[src/rtl/mm_pkg.sv]
// -----------------------------------------------------------------------------
// mm_pkg
// Shared definitions for the Montgomery-multiplier bridge loader:
//   - state_e : loader FSM states
//   - address-map helpers, all expressed as functions of s (words per operand)
//     p_prime_0 @ 0, p @ 1..s, a @ s+1..2s, b @ 2s+1..3s, result @ s+1..2s
// -----------------------------------------------------------------------------
package mm_pkg;

  typedef enum logic [2:0] {
    ST_IDLE  = 3'd0,
    ST_LOAD  = 3'd1,
    ST_START = 3'd2,
    ST_WAIT  = 3'd3,
    ST_READ  = 3'd4,
    ST_DRAIN = 3'd5
  } state_e;

  // p_prime_0 always sits at the very bottom of the map, whatever s is.
  function automatic int P_PRIME_ADDR(input int s_words);
    return 0 * s_words;
  endfunction

  function automatic int P_BASE(input int s_words);
    return P_PRIME_ADDR(s_words) + 1;
  endfunction

  function automatic int A_BASE(input int s_words);
    return P_BASE(s_words) + s_words;
  endfunction

  function automatic int B_BASE(input int s_words);
    return A_BASE(s_words) + s_words;
  endfunction

  // The multiplier writes its result over operand a, so a chained squaring
  // can start again without reloading anything.
  function automatic int RES_BASE(input int s_words);
    return A_BASE(s_words);
  endfunction

endpackage : mm_pkg

[src/rtl/mm_skid_fifo2.sv]
// -----------------------------------------------------------------------------
// mm_skid_fifo2
// Two-entry FIFO with valid/ready handshakes on both sides. Output data is
// taken straight from the storage registers, so it is held stable while
// out_valid_o is high and out_ready_i is low.
// Ports:
//   clk_i, rst_ni            clock, asynchronous active-low reset
//   in_valid_i/in_ready_o    write side handshake, in_data_i payload
//   out_valid_o/out_ready_i  read side handshake, out_data_o payload
//   count_o                  current occupancy (0..2)
// -----------------------------------------------------------------------------
module mm_skid_fifo2 #(
  parameter int W = 18
) (
  input  logic         clk_i,
  input  logic         rst_ni,
  input  logic         in_valid_i,
  output logic         in_ready_o,
  input  logic [W-1:0] in_data_i,
  output logic         out_valid_o,
  input  logic         out_ready_i,
  output logic [W-1:0] out_data_o,
  output logic [1:0]   count_o
);

  logic [W-1:0] mem_q [2];
  logic [W-1:0] mem_d [2];
  logic         wr_ptr_q, wr_ptr_d;
  logic         rd_ptr_q, rd_ptr_d;
  logic [1:0]   count_q, count_d;
  logic         push_s, pop_s;

  // A full FIFO can still take a word in the same cycle its head leaves.
  assign in_ready_o  = (count_q != 2'd2) | out_ready_i;
  assign out_valid_o = (count_q != 2'd0);
  assign out_data_o  = mem_q[rd_ptr_q];
  assign count_o     = count_q;
  assign push_s      = in_valid_i & in_ready_o;
  assign pop_s       = out_valid_o & out_ready_i;

  // Next-state for storage, pointers and occupancy.
  always_comb begin
    mem_d    = mem_q;
    wr_ptr_d = wr_ptr_q;
    rd_ptr_d = rd_ptr_q;
    if (push_s) begin
      mem_d[wr_ptr_q] = in_data_i;
      wr_ptr_d        = ~wr_ptr_q;
    end else begin
      wr_ptr_d = wr_ptr_q;
    end
    if (pop_s) begin
      rd_ptr_d = ~rd_ptr_q;
    end else begin
      rd_ptr_d = rd_ptr_q;
    end
    count_d = count_q + {1'b0, push_s} - {1'b0, pop_s};
  end

  // Storage and pointer registers.
  always_ff @(posedge clk_i or negedge rst_ni) begin
    if (!rst_ni) begin
      mem_q[0] <= '0;
      mem_q[1] <= '0;
      wr_ptr_q <= 1'b0;
      rd_ptr_q <= 1'b0;
      count_q  <= 2'd0;
    end else begin
      mem_q    <= mem_d;
      wr_ptr_q <= wr_ptr_d;
      rd_ptr_q <= rd_ptr_d;
      count_q  <= count_d;
    end
  end

endmodule : mm_skid_fifo2

[src/rtl/mm_bridge_loader.sv]
// -----------------------------------------------------------------------------
// mm_bridge_loader
// Streams operands from the host into the bridge BRAM, kicks the multiplier,
// waits for it to finish, then streams the s-word result back out.
// Ports:
//   clock_i, reset_n_i                 clock, asynchronous active-low reset
//   s_data_i/s_valid_i/s_ready_o       host operand stream (LSW first)
//   reuse_mod_i                        1 = keep p_prime_0/p, load a and b only
//   m_data_o/m_valid_o/m_last_o/m_ready_i  result stream
//   bram_addr_o/din_o/we_o/en_o, bram_dout_i  BRAM host port, 1-cycle read
//   mm_start_o, mm_done_i              multiplier handshake
//   busy_o                             high whenever not idle
// -----------------------------------------------------------------------------
module mm_bridge_loader
  import mm_pkg::*;
#(
  parameter  int s      = 8,
  localparam int ADDR_W = $clog2(4 * s)
) (
  input  logic              clock_i,
  input  logic              reset_n_i,
  input  logic [16:0]       s_data_i,
  input  logic              s_valid_i,
  output logic              s_ready_o,
  input  logic              reuse_mod_i,
  output logic [16:0]       m_data_o,
  output logic              m_valid_o,
  output logic              m_last_o,
  input  logic              m_ready_i,
  output logic [ADDR_W-1:0] bram_addr_o,
  output logic [16:0]       bram_din_o,
  output logic              bram_we_o,
  output logic              bram_en_o,
  input  logic [16:0]       bram_dout_i,
  output logic              mm_start_o,
  input  logic              mm_done_i,
  output logic              busy_o
);

  localparam logic [ADDR_W-1:0] ADDR_ONE  = ADDR_W'(1);
  localparam logic [ADDR_W-1:0] PP_ADDR   = ADDR_W'(P_PRIME_ADDR(s));
  localparam logic [ADDR_W-1:0] A_ADDR    = ADDR_W'(A_BASE(s));
  localparam logic [ADDR_W-1:0] LOAD_LAST = ADDR_W'(B_BASE(s) + s - 1);
  localparam logic [ADDR_W-1:0] RES_ADDR  = ADDR_W'(RES_BASE(s));
  localparam logic [ADDR_W-1:0] RES_LAST  = ADDR_W'(RES_BASE(s) + s - 1);

  state_e            state_q, state_d;
  logic [ADDR_W-1:0] addr_q, addr_d;
  logic              mod_loaded_q, mod_loaded_d;
  logic              rd_pend_q, rd_pend_d;
  logic              rd_last_q, rd_last_d;
  logic              start_q, start_d;
  logic              busy_q, busy_d;

  logic              s_ready_s;
  logic              accept_s;
  logic              reuse_eff_s;
  logic              pop_s;
  logic              can_issue_s;
  logic [1:0]        occ_eff_s;
  logic              fifo_in_ready_s;
  logic [1:0]        fifo_count_s;
  logic [17:0]       fifo_dout_s;
  logic              bram_en_s, bram_we_s;
  logic [ADDR_W-1:0] bram_addr_s;
  logic [16:0]       bram_din_s;

  // Ready is gated by reset so nothing can be written while reset is held.
  assign s_ready_s   = reset_n_i & ((state_q == ST_IDLE) | (state_q == ST_LOAD));
  assign accept_s    = s_valid_i & s_ready_s;
  // Reuse is only honoured once a complete modulus is known to be in BRAM.
  assign reuse_eff_s = reuse_mod_i & mod_loaded_q;
  assign pop_s       = m_valid_o & m_ready_i;
  // A word leaving the buffer this cycle frees its slot for the next read,
  // which is what lets the result stream run at one word per cycle.
  assign occ_eff_s   = fifo_count_s - {1'b0, pop_s};
  assign can_issue_s = ((occ_eff_s + {1'b0, rd_pend_q}) < 2'd2) & fifo_in_ready_s;

  // FSM next-state, address sequencing and BRAM port drive.
  always_comb begin
    state_d      = state_q;
    addr_d       = addr_q;
    mod_loaded_d = mod_loaded_q;
    rd_pend_d    = 1'b0;
    rd_last_d    = 1'b0;
    bram_en_s    = 1'b0;
    bram_we_s    = 1'b0;
    bram_addr_s  = '0;
    bram_din_s   = 17'd0;

    case (state_q)
      ST_IDLE: begin
        if (accept_s) begin
          bram_en_s   = 1'b1;
          bram_we_s   = 1'b1;
          bram_din_s  = s_data_i;
          bram_addr_s = reuse_eff_s ? A_ADDR : PP_ADDR;
          addr_d      = bram_addr_s + ADDR_ONE;
          state_d     = ST_LOAD;
        end else begin
          state_d = ST_IDLE;
        end
      end

      ST_LOAD: begin
        if (accept_s) begin
          bram_en_s   = 1'b1;
          bram_we_s   = 1'b1;
          bram_din_s  = s_data_i;
          bram_addr_s = addr_q;
          if (addr_q == LOAD_LAST) begin
            mod_loaded_d = 1'b1;
            state_d      = ST_START;
          end else begin
            addr_d = addr_q + ADDR_ONE;
          end
        end else begin
          state_d = ST_LOAD;
        end
      end

      ST_START: begin
        addr_d  = RES_ADDR;
        state_d = ST_WAIT;
      end

      ST_WAIT: begin
        if (mm_done_i) begin
          state_d = ST_READ;
        end else begin
          state_d = ST_WAIT;
        end
      end

      ST_READ: begin
        if (can_issue_s) begin
          bram_en_s   = 1'b1;
          bram_addr_s = addr_q;
          rd_pend_d   = 1'b1;
          rd_last_d   = (addr_q == RES_LAST);
          if (addr_q == RES_LAST) begin
            state_d = ST_DRAIN;
          end else begin
            addr_d = addr_q + ADDR_ONE;
          end
        end else begin
          state_d = ST_READ;
        end
      end

      ST_DRAIN: begin
        if (pop_s & m_last_o) begin
          state_d = ST_IDLE;
        end else begin
          state_d = ST_DRAIN;
        end
      end

      default: begin
        state_d = ST_IDLE;
      end
    endcase

    start_d = (state_d == ST_START);
    busy_d  = (state_d != ST_IDLE);
  end

  // Loader state, counters and registered status outputs.
  always_ff @(posedge clock_i or negedge reset_n_i) begin
    if (!reset_n_i) begin
      state_q      <= ST_IDLE;
      addr_q       <= '0;
      mod_loaded_q <= 1'b0;
      rd_pend_q    <= 1'b0;
      rd_last_q    <= 1'b0;
      start_q      <= 1'b0;
      busy_q       <= 1'b0;
    end else begin
      state_q      <= state_d;
      addr_q       <= addr_d;
      mod_loaded_q <= mod_loaded_d;
      rd_pend_q    <= rd_pend_d;
      rd_last_q    <= rd_last_d;
      start_q      <= start_d;
      busy_q       <= busy_d;
    end
  end

  // Read data arrives one cycle after issue and is tagged with its last flag.
  mm_skid_fifo2 #(
    .W (18)
  ) u_out_fifo (
    .clk_i       (clock_i),
    .rst_ni      (reset_n_i),
    .in_valid_i  (rd_pend_q),
    .in_ready_o  (fifo_in_ready_s),
    .in_data_i   ({rd_last_q, bram_dout_i}),
    .out_valid_o (m_valid_o),
    .out_ready_i (m_ready_i),
    .out_data_o  (fifo_dout_s),
    .count_o     (fifo_count_s)
  );

  assign m_last_o    = fifo_dout_s[17];
  assign m_data_o    = fifo_dout_s[16:0];
  assign s_ready_o   = s_ready_s;
  assign bram_en_o   = bram_en_s;
  assign bram_we_o   = bram_we_s;
  assign bram_addr_o = bram_addr_s;
  assign bram_din_o  = bram_din_s;
  assign mm_start_o  = start_q;
  assign busy_o      = busy_q;

endmodule : mm_bridge_loader
[config.mk]
export PLATFORM = sky130hd
export DESIGN_NAME = mm_bridge_loader
export DESIGN_NICKNAME = d
export VERILOG_FILES = /design/src/rtl/mm_pkg.sv /design/src/rtl/mm_skid_fifo2.sv /design/src/rtl/mm_bridge_loader.sv
export SDC_FILE = /design/constraint.sdc
export NUM_CORES = 1
export LEC_CHECK = 0
export BUFFER_PORTS_ARGS = -buffer_cell sky130_fd_sc_hd__buf_2
export CORE_MARGIN = 1
export CORE_UTILIZATION = 50
export DETAILED_ROUTE_END_ITERATION = 16
export PLACE_DENSITY = 0.88
export SYNTH_ARGS = -nofsm -noshare
export SYNTH_HDL_FRONTEND = slang
export SYNTH_SLANG_ARGS = --single-unit
[constraint.sdc]
create_clock -name clock_i -period 4.3 [get_ports clock_i]
set_input_delay 0.645 -clock clock_i [delete_from_list [all_inputs] [get_ports clock_i]]
set_output_delay 0.645 -clock clock_i [all_outputs]
set_load 0.02 [all_outputs]
# [Yosys cells after proc, flatten, opt, wreduce, memory -nomap -nowiden]
# Cells that the tools add are included.
[totals] register_bits=53 wordCells=91 in_bits=40
[op_classes] magnitude_cmp=4 bitwise=13 mux=34 eq_ne=14 add_sub_neg=6 n_reduce_logical=8
[ops] operator="2-to-1 mux 18 bit" n=4
[ops] operator="bitwise mux 36 bit" n=1
[ops] operator="2-to-1 mux 5 bit" n=7
[ops] operator="2-to-1 mux 17 bit" n=2
[ops] operator="one-hot mux 5 bit (4 select lines)" n=1
[ops] operator="demux 18 bit (select 1 bit)" n=1
[ops] operator="2-to-1 mux 3 bit" n=6
[ops] operator="one-hot mux 3 bit (6 select lines)" n=1
[ops] operator="one-hot mux 5 bit (3 select lines)" n=1
[ops] operator="!= test 2 bit (second input constant)" n=6
[ops] operator="== test 5 bit (second input constant)" n=2
[ops] operator="== test 3 x 2 -> 1 bit (second input constant)" n=3
[ops] operator="2-to-1 mux 4 bit" n=2
[ops] operator="AND 1 bit" n=7
[ops] operator="2-to-1 mux 1 bit" n=7
[ops] operator="== test 3 bit (second input constant)" n=2
[ops] operator="AND reduction 6 bit" n=1
[ops] operator="adder 4 x 1 -> 5 bit (second input constant)" n=1
[ops] operator="adder 5 x 1 -> 5 bit (second input constant)" n=1
[ops] operator="adder 2 x 1 -> 2 bit" n=2
[ops] operator=">= comparator 2 bit (second input constant)" n=2
[ops] operator="inverter 1 -> 2 bit" n=2
[ops] operator="nonzero test 4 bit" n=1
[ops] operator="subtractor 2 x 1 -> 2 bit" n=2
[ops] operator="12 further kinds" n=14

# [Longest topological paths before layout]
[depth] word_depth=9 mapped_depth=10 mapped_depth_nobuf=10

# [By module]
# A second synthesis with hierarchy kept.
[unflattened] cells_unflattened=236 area_unflattened_um2=2884.0
[by_module_without_submodules] mod="mm_skid_fifo2" area_per_inst_um2=1861.8 cells_each=113 seq_area_each_um2=1001.0 instances=1
[by_module_without_submodules] mod="mm_bridge_loader" area_per_inst_um2=1022.2 cells_each=123 seq_area_each_um2=325.3 instances=1

# [Worst setup path after synthesis]
# No wires, ideal clock.
[synth_timing] kind="reg-to-output" start="reg u_out_fifo.count_q[1], in the netlist u_out_fifo.count_o[1]" end="out bram_addr_o[1]" slack_ps=1288 t_arrival_ps=2367 path_stages_with_launch=10 cell_sequence="dfrtp_1 or2_2 nand2_1 inv_1 ha_1 nor2b_4 xnor2_2 mux2i_1 nand2_1 a21oi_1"
[synth_via] elab_chain_cells=8
[synth_rtl] item="from (decl)" line="mm_skid_fifo2.sv:30" rtl="logic [1:0] count_q, count_d;"
[synth_rtl] item="from (signal assigned)" line="mm_skid_fifo2.sv:72" rtl="count_q <= count_d;"
[synth_rtl] item="nonzero test 2 bit" line="mm_skid_fifo2.sv:35" rtl="assign out_valid_o = (count_q != 2'd0);"
[synth_rtl] item="net m_valid_o" line="mm_bridge_loader.sv:27" rtl="output logic m_valid_o,"
[synth_rtl] item="AND 1 bit" line="mm_bridge_loader.sv:73" rtl="assign pop_s = m_valid_o & m_ready_i;"
[synth_rtl] item="net pop_s" line="mm_bridge_loader.sv:58" rtl="logic pop_s;"
[synth_rtl] item="subtractor 2 x 1 -> 2 bit" line="mm_bridge_loader.sv:76" rtl="assign occ_eff_s = fifo_count_s - {1'b0, pop_s};"
[synth_rtl] item="adder 2 x 1 -> 2 bit" line="mm_bridge_loader.sv:77" rtl="assign can_issue_s = ((occ_eff_s + {1'b0, rd_pend_q}) < 2'd2) & fifo_in_ready_s;"
[synth_rtl] item="< comparator 2 bit" line="mm_bridge_loader.sv:77"
[synth_rtl] item="AND 1 bit" line="mm_bridge_loader.sv:77"
[synth_rtl] item="2-to-1 mux 5 bit" line="mm_bridge_loader.sv:136" rtl="if (can_issue_s) begin"
[synth_rtl] item="one-hot mux 5 bit (3 select lines)" line="mm_bridge_loader.sv:91" rtl="case (state_q)"
[synth_rtl] item="to (decl)" line="mm_bridge_loader.sv:30" rtl="output logic [ADDR_W-1:0] bram_addr_o,"
# The timed path passes the listed nets, and every way through them passes these cells.

# [Worst setup path in the final report]
[layout_timing] start="reg u_out_fifo.count_q[1], in the netlist u_out_fifo.count_o[1]" end="out bram_addr_o[4]"
[layout_via] elab_chain_cells=8
[layout_rtl] item="nonzero test 2 bit" line="mm_skid_fifo2.sv:35"
[layout_rtl] item="AND 1 bit" line="mm_bridge_loader.sv:73"
[layout_rtl] item="net pop_s" line="mm_bridge_loader.sv:58"
[layout_rtl] item="subtractor 2 x 1 -> 2 bit" line="mm_bridge_loader.sv:76"
[layout_rtl] item="adder 2 x 1 -> 2 bit" line="mm_bridge_loader.sv:77"
[layout_rtl] item="< comparator 2 bit" line="mm_bridge_loader.sv:77"
[layout_rtl] item="AND 1 bit" line="mm_bridge_loader.sv:77"
[layout_rtl] item="2-to-1 mux 5 bit" line="mm_bridge_loader.sv:136"
[layout_rtl] item="one-hot mux 5 bit (3 select lines)" line="mm_bridge_loader.sv:91"
# The timed path passes the listed nets, and every way through them passes these cells.

==> results.ini <==
[worst_setup_path]
cp.arrival_ns = 2.83
worstPathRequired_ns = 3.65
start_kind = register
crit_path_end = bram_addr_o[4]
reg2reg_setup_slack_ns = 1.63
worstPathMaxFanout = 8
r2r-start = u_out_fifo.count_o[1]
critPathLaunch = u_out_fifo.count_o[1]
cp-end-kind = output port
rr_endpoint = busy_o
reg2reg_depth = 10
crit_type = reg2out

[detailed_routing]
first_iter_violations = 49
drc = 0
routed_wl_um = 5480
via_count = 2053
via_per_inst = 5.36
drt-pass1-iter-count = 4
postRouteAntennaNets = 0
wl_per_cell_um = 14.3

[timing]
finalCritPeriodShare_pct = 80.8
finalSetupTns_ns = 0
rsz0062_at_grt = false
final-hold-violation-count = 0
finalSetupViolCount = 0
max_clock_freq_mhz = 288
fin_crit_ns = 3.48
finClkSkew_ns = 0.00662
hold-worst-slack_ns = 0.504
tightest_slew_ns = 0.962
slew_headroom_pct = 35.6
drv_slew = 0

[pwr]
power.leakage_uw = 0.00181
intPower_uw = 918
power.switching_uw = 474
clockPowerShare_pct = 23.9
vdd_drop_max_mv = 0.251
p_per_area_nw_per_um2 = 420
pwr-share-comb_pct = 27.8
pwr-share-seq_pct = 48.2
switching_share_pct = 34.1
power_uw = 1390

[synthesis]
synth_largest_area_cell = dfrtp_1
ys_async_sr_fraction_pct = 100
yosys_warnings = 0
seq_area_frac_synth_pct = 48.2
ys_seq_elements = 53
synth_top_area_share_pct = 48.2
synth_area_leaders = dfrtp_1 48%, mux2_2 22%, and2_1 4.3%
yosysUniqueCellTypes = 49
synthCells = 230
syn_area_um2 = 2750
postSynthAreaPerCell_um2 = 12.0
yosys_most_used_dff = dfrtp_1
syn_nets = 273
synth_edf_count = 0

[grt]
grt_pass1_wl_um = 8930
grt_overflow = 0
grt_util_all_layers_pct = 19.5
grt_pass1_vias = 1951
antenna_found_initial = 0
grt_start_max_net_pins = 56

[floorplanning]
die_y_um = 76.2
fp.dieW_um = 76.2
core_region_area_um2 = 5200
initial_core_util_pct = 52.9
pin_count = 86
die-area_um2 = 5800
rows = 26

[layout]
layout-drive-gt1-share_pct = 51.4
final_common_cell = buf_2
antenna_cells = 0
area_growth_pct = 20.5
final_cell_mix = 85 x buf_2, 54 x mux2_2, 53 x dfrtp_1
nNetsFinal = 355
fin_util_pct = 63.7

[cts]
clk_path_buf_depth = 2
clockRootBuffer = clkbuf_8
numCtsBuffers = 5
post_cts_resized = 0
cts_setup_buffers = 0
cts_max_level = 2
postCtsHoldBufs = 0
tritoncts = done
clock_sinks = 53
insertion_delay_ns = 0.30
cts.clk_slew.worst_paths_ns = 0.09

[hold_path]
hold_path_class = in2async

[place]
dp_hpwl_um = 4040
place.gp.congestion = 0.878
portBuffers = 85

[run_status]
status = finished, final reports clean

[run]
drv_cap = 0

## stage by stage
stage                     cells  area [µm²]  worst slack, ns
final                       383        3310            0.825
after global routing        383        3310            0.578
after CTS                   383        3310            0.785
after detailed placement    375        3200             1.18
after global placement      375        3200             1.26
after floorplan             230        2750             1.29
## layout make-up
type / count / area [µm²]
Clock buffer: 6 / 72.6
Clock inverter: 2 / 38.8
Fill cell: 417 / 1890
Inverter: 9 / 33.8
Multi-Input combinational cell: 157 / 1320
Sequential cell: 53 / 1330
Tap cell: 70 / 87.6
Timing Repair Buffer: 86 / 433
## synthesized netlist by cell type (2+ instances only)
cell type   n
nor2_1      4
o21ai_0     2
inv_1       8
a21o_1      2
xor2_1      2
xnor2_1     4
buf_6       3
a21oi_1    10
nand2_1    16
and2_1     19
nor2b_1     2
ha_1        3
nand2b_1    3
nor3_1      3
nand3_1     5
and3_1      2
dfrtp_1    53
buf_2       3
mux2_2     54
clkbuf_1    3
## flip-flops by register name, indices dropped and copies added, names as in the netlist
| signal | flops |
|---|---|
| state_q | 3 |
| u_out_fifo.count_o | 2 |
| rd_pend_q | 1 |
| busy_o | 1 |
| u_out_fifo.mem_q | 36 |
| mod_loaded_q | 1 |
| rd_last_q | 1 |
| mm_start_o | 1 |
| u_out_fifo.rd_ptr_q | 1 |
| u_out_fifo.wr_ptr_q | 1 |
| addr_q | 5 |
## worst max-delay path, stage by stage, from the launching register on
cell and delay [ns]:
dfrtp_1 0.48, or2_2 0.35, nand2_1 0.10, inv_1 0.05, ha_1 0.33, nor2b_4 0.06
xnor2_2 0.27, mux2i_1 0.25, nand2_1 0.20, nand2_1 0.17, and2_1 0.13, buf_2 0.15
## per-layer routing
metal	track usage, %	routed length (µm)	vias to the layer above
li1	-	-	972
met1	23.6	2290	998
met2	34.5	2780	75
met3	4.07	313	8
met4	6.92	91	0
met5	0	0	-
## worst min path at each step
| stage | startpoint | endpoint | cells after the start |
|---|---|---|---|
| after floorplan | reset_n_i | addr_q[0] | 0 |
| after global placement | u_out_fifo.mem_q[11] | u_out_fifo.mem_q[11] | 1 |
| after detailed placement | u_out_fifo.mem_q[6] | u_out_fifo.mem_q[6] | 1 |
| after CTS | u_out_fifo.mem_q[6] | u_out_fifo.mem_q[6] | 1 |
| after global routing | u_out_fifo.mem_q[12] | u_out_fifo.mem_q[12] | 1 |
| final | reset_n_i | u_out_fifo.mem_q[6] | 2 |
## power by group through the flow
| stage | Sequential [µW] | Combinational [µW] | Clock (µW) |
|---|---|---|---|
| 2_1_floorplan | 611 | 344 | 0 |
| 3_3_place_gp | 674 | 379 | 0 |
| 3_5_place_dp | 679 | 389 | 0 |
| 4_1_cts | 669 | 392 | 343 |
| 5_1_grt | 683 | 430 | 366 |
| 6_report | 671 | 387 | 333 |
## logic make-up (layout without fill, tap and decap cells)
kind of cell | after synthesis | in the layout | synth area share [%]
fa+ha+maj | 3 | 3 | 1.36
xor+xnor | 7 | 7 | 2.50
mux | 55 | 55 | 22.5
simple gates | 67 | 67 | 14.6
buf+inv | 20 | 103 | 3.82
flops | 53 | 53 | 48.2
compound gates | 25 | 25 | 7.05
No activity file was read; power rests on OpenSTA's default activity.
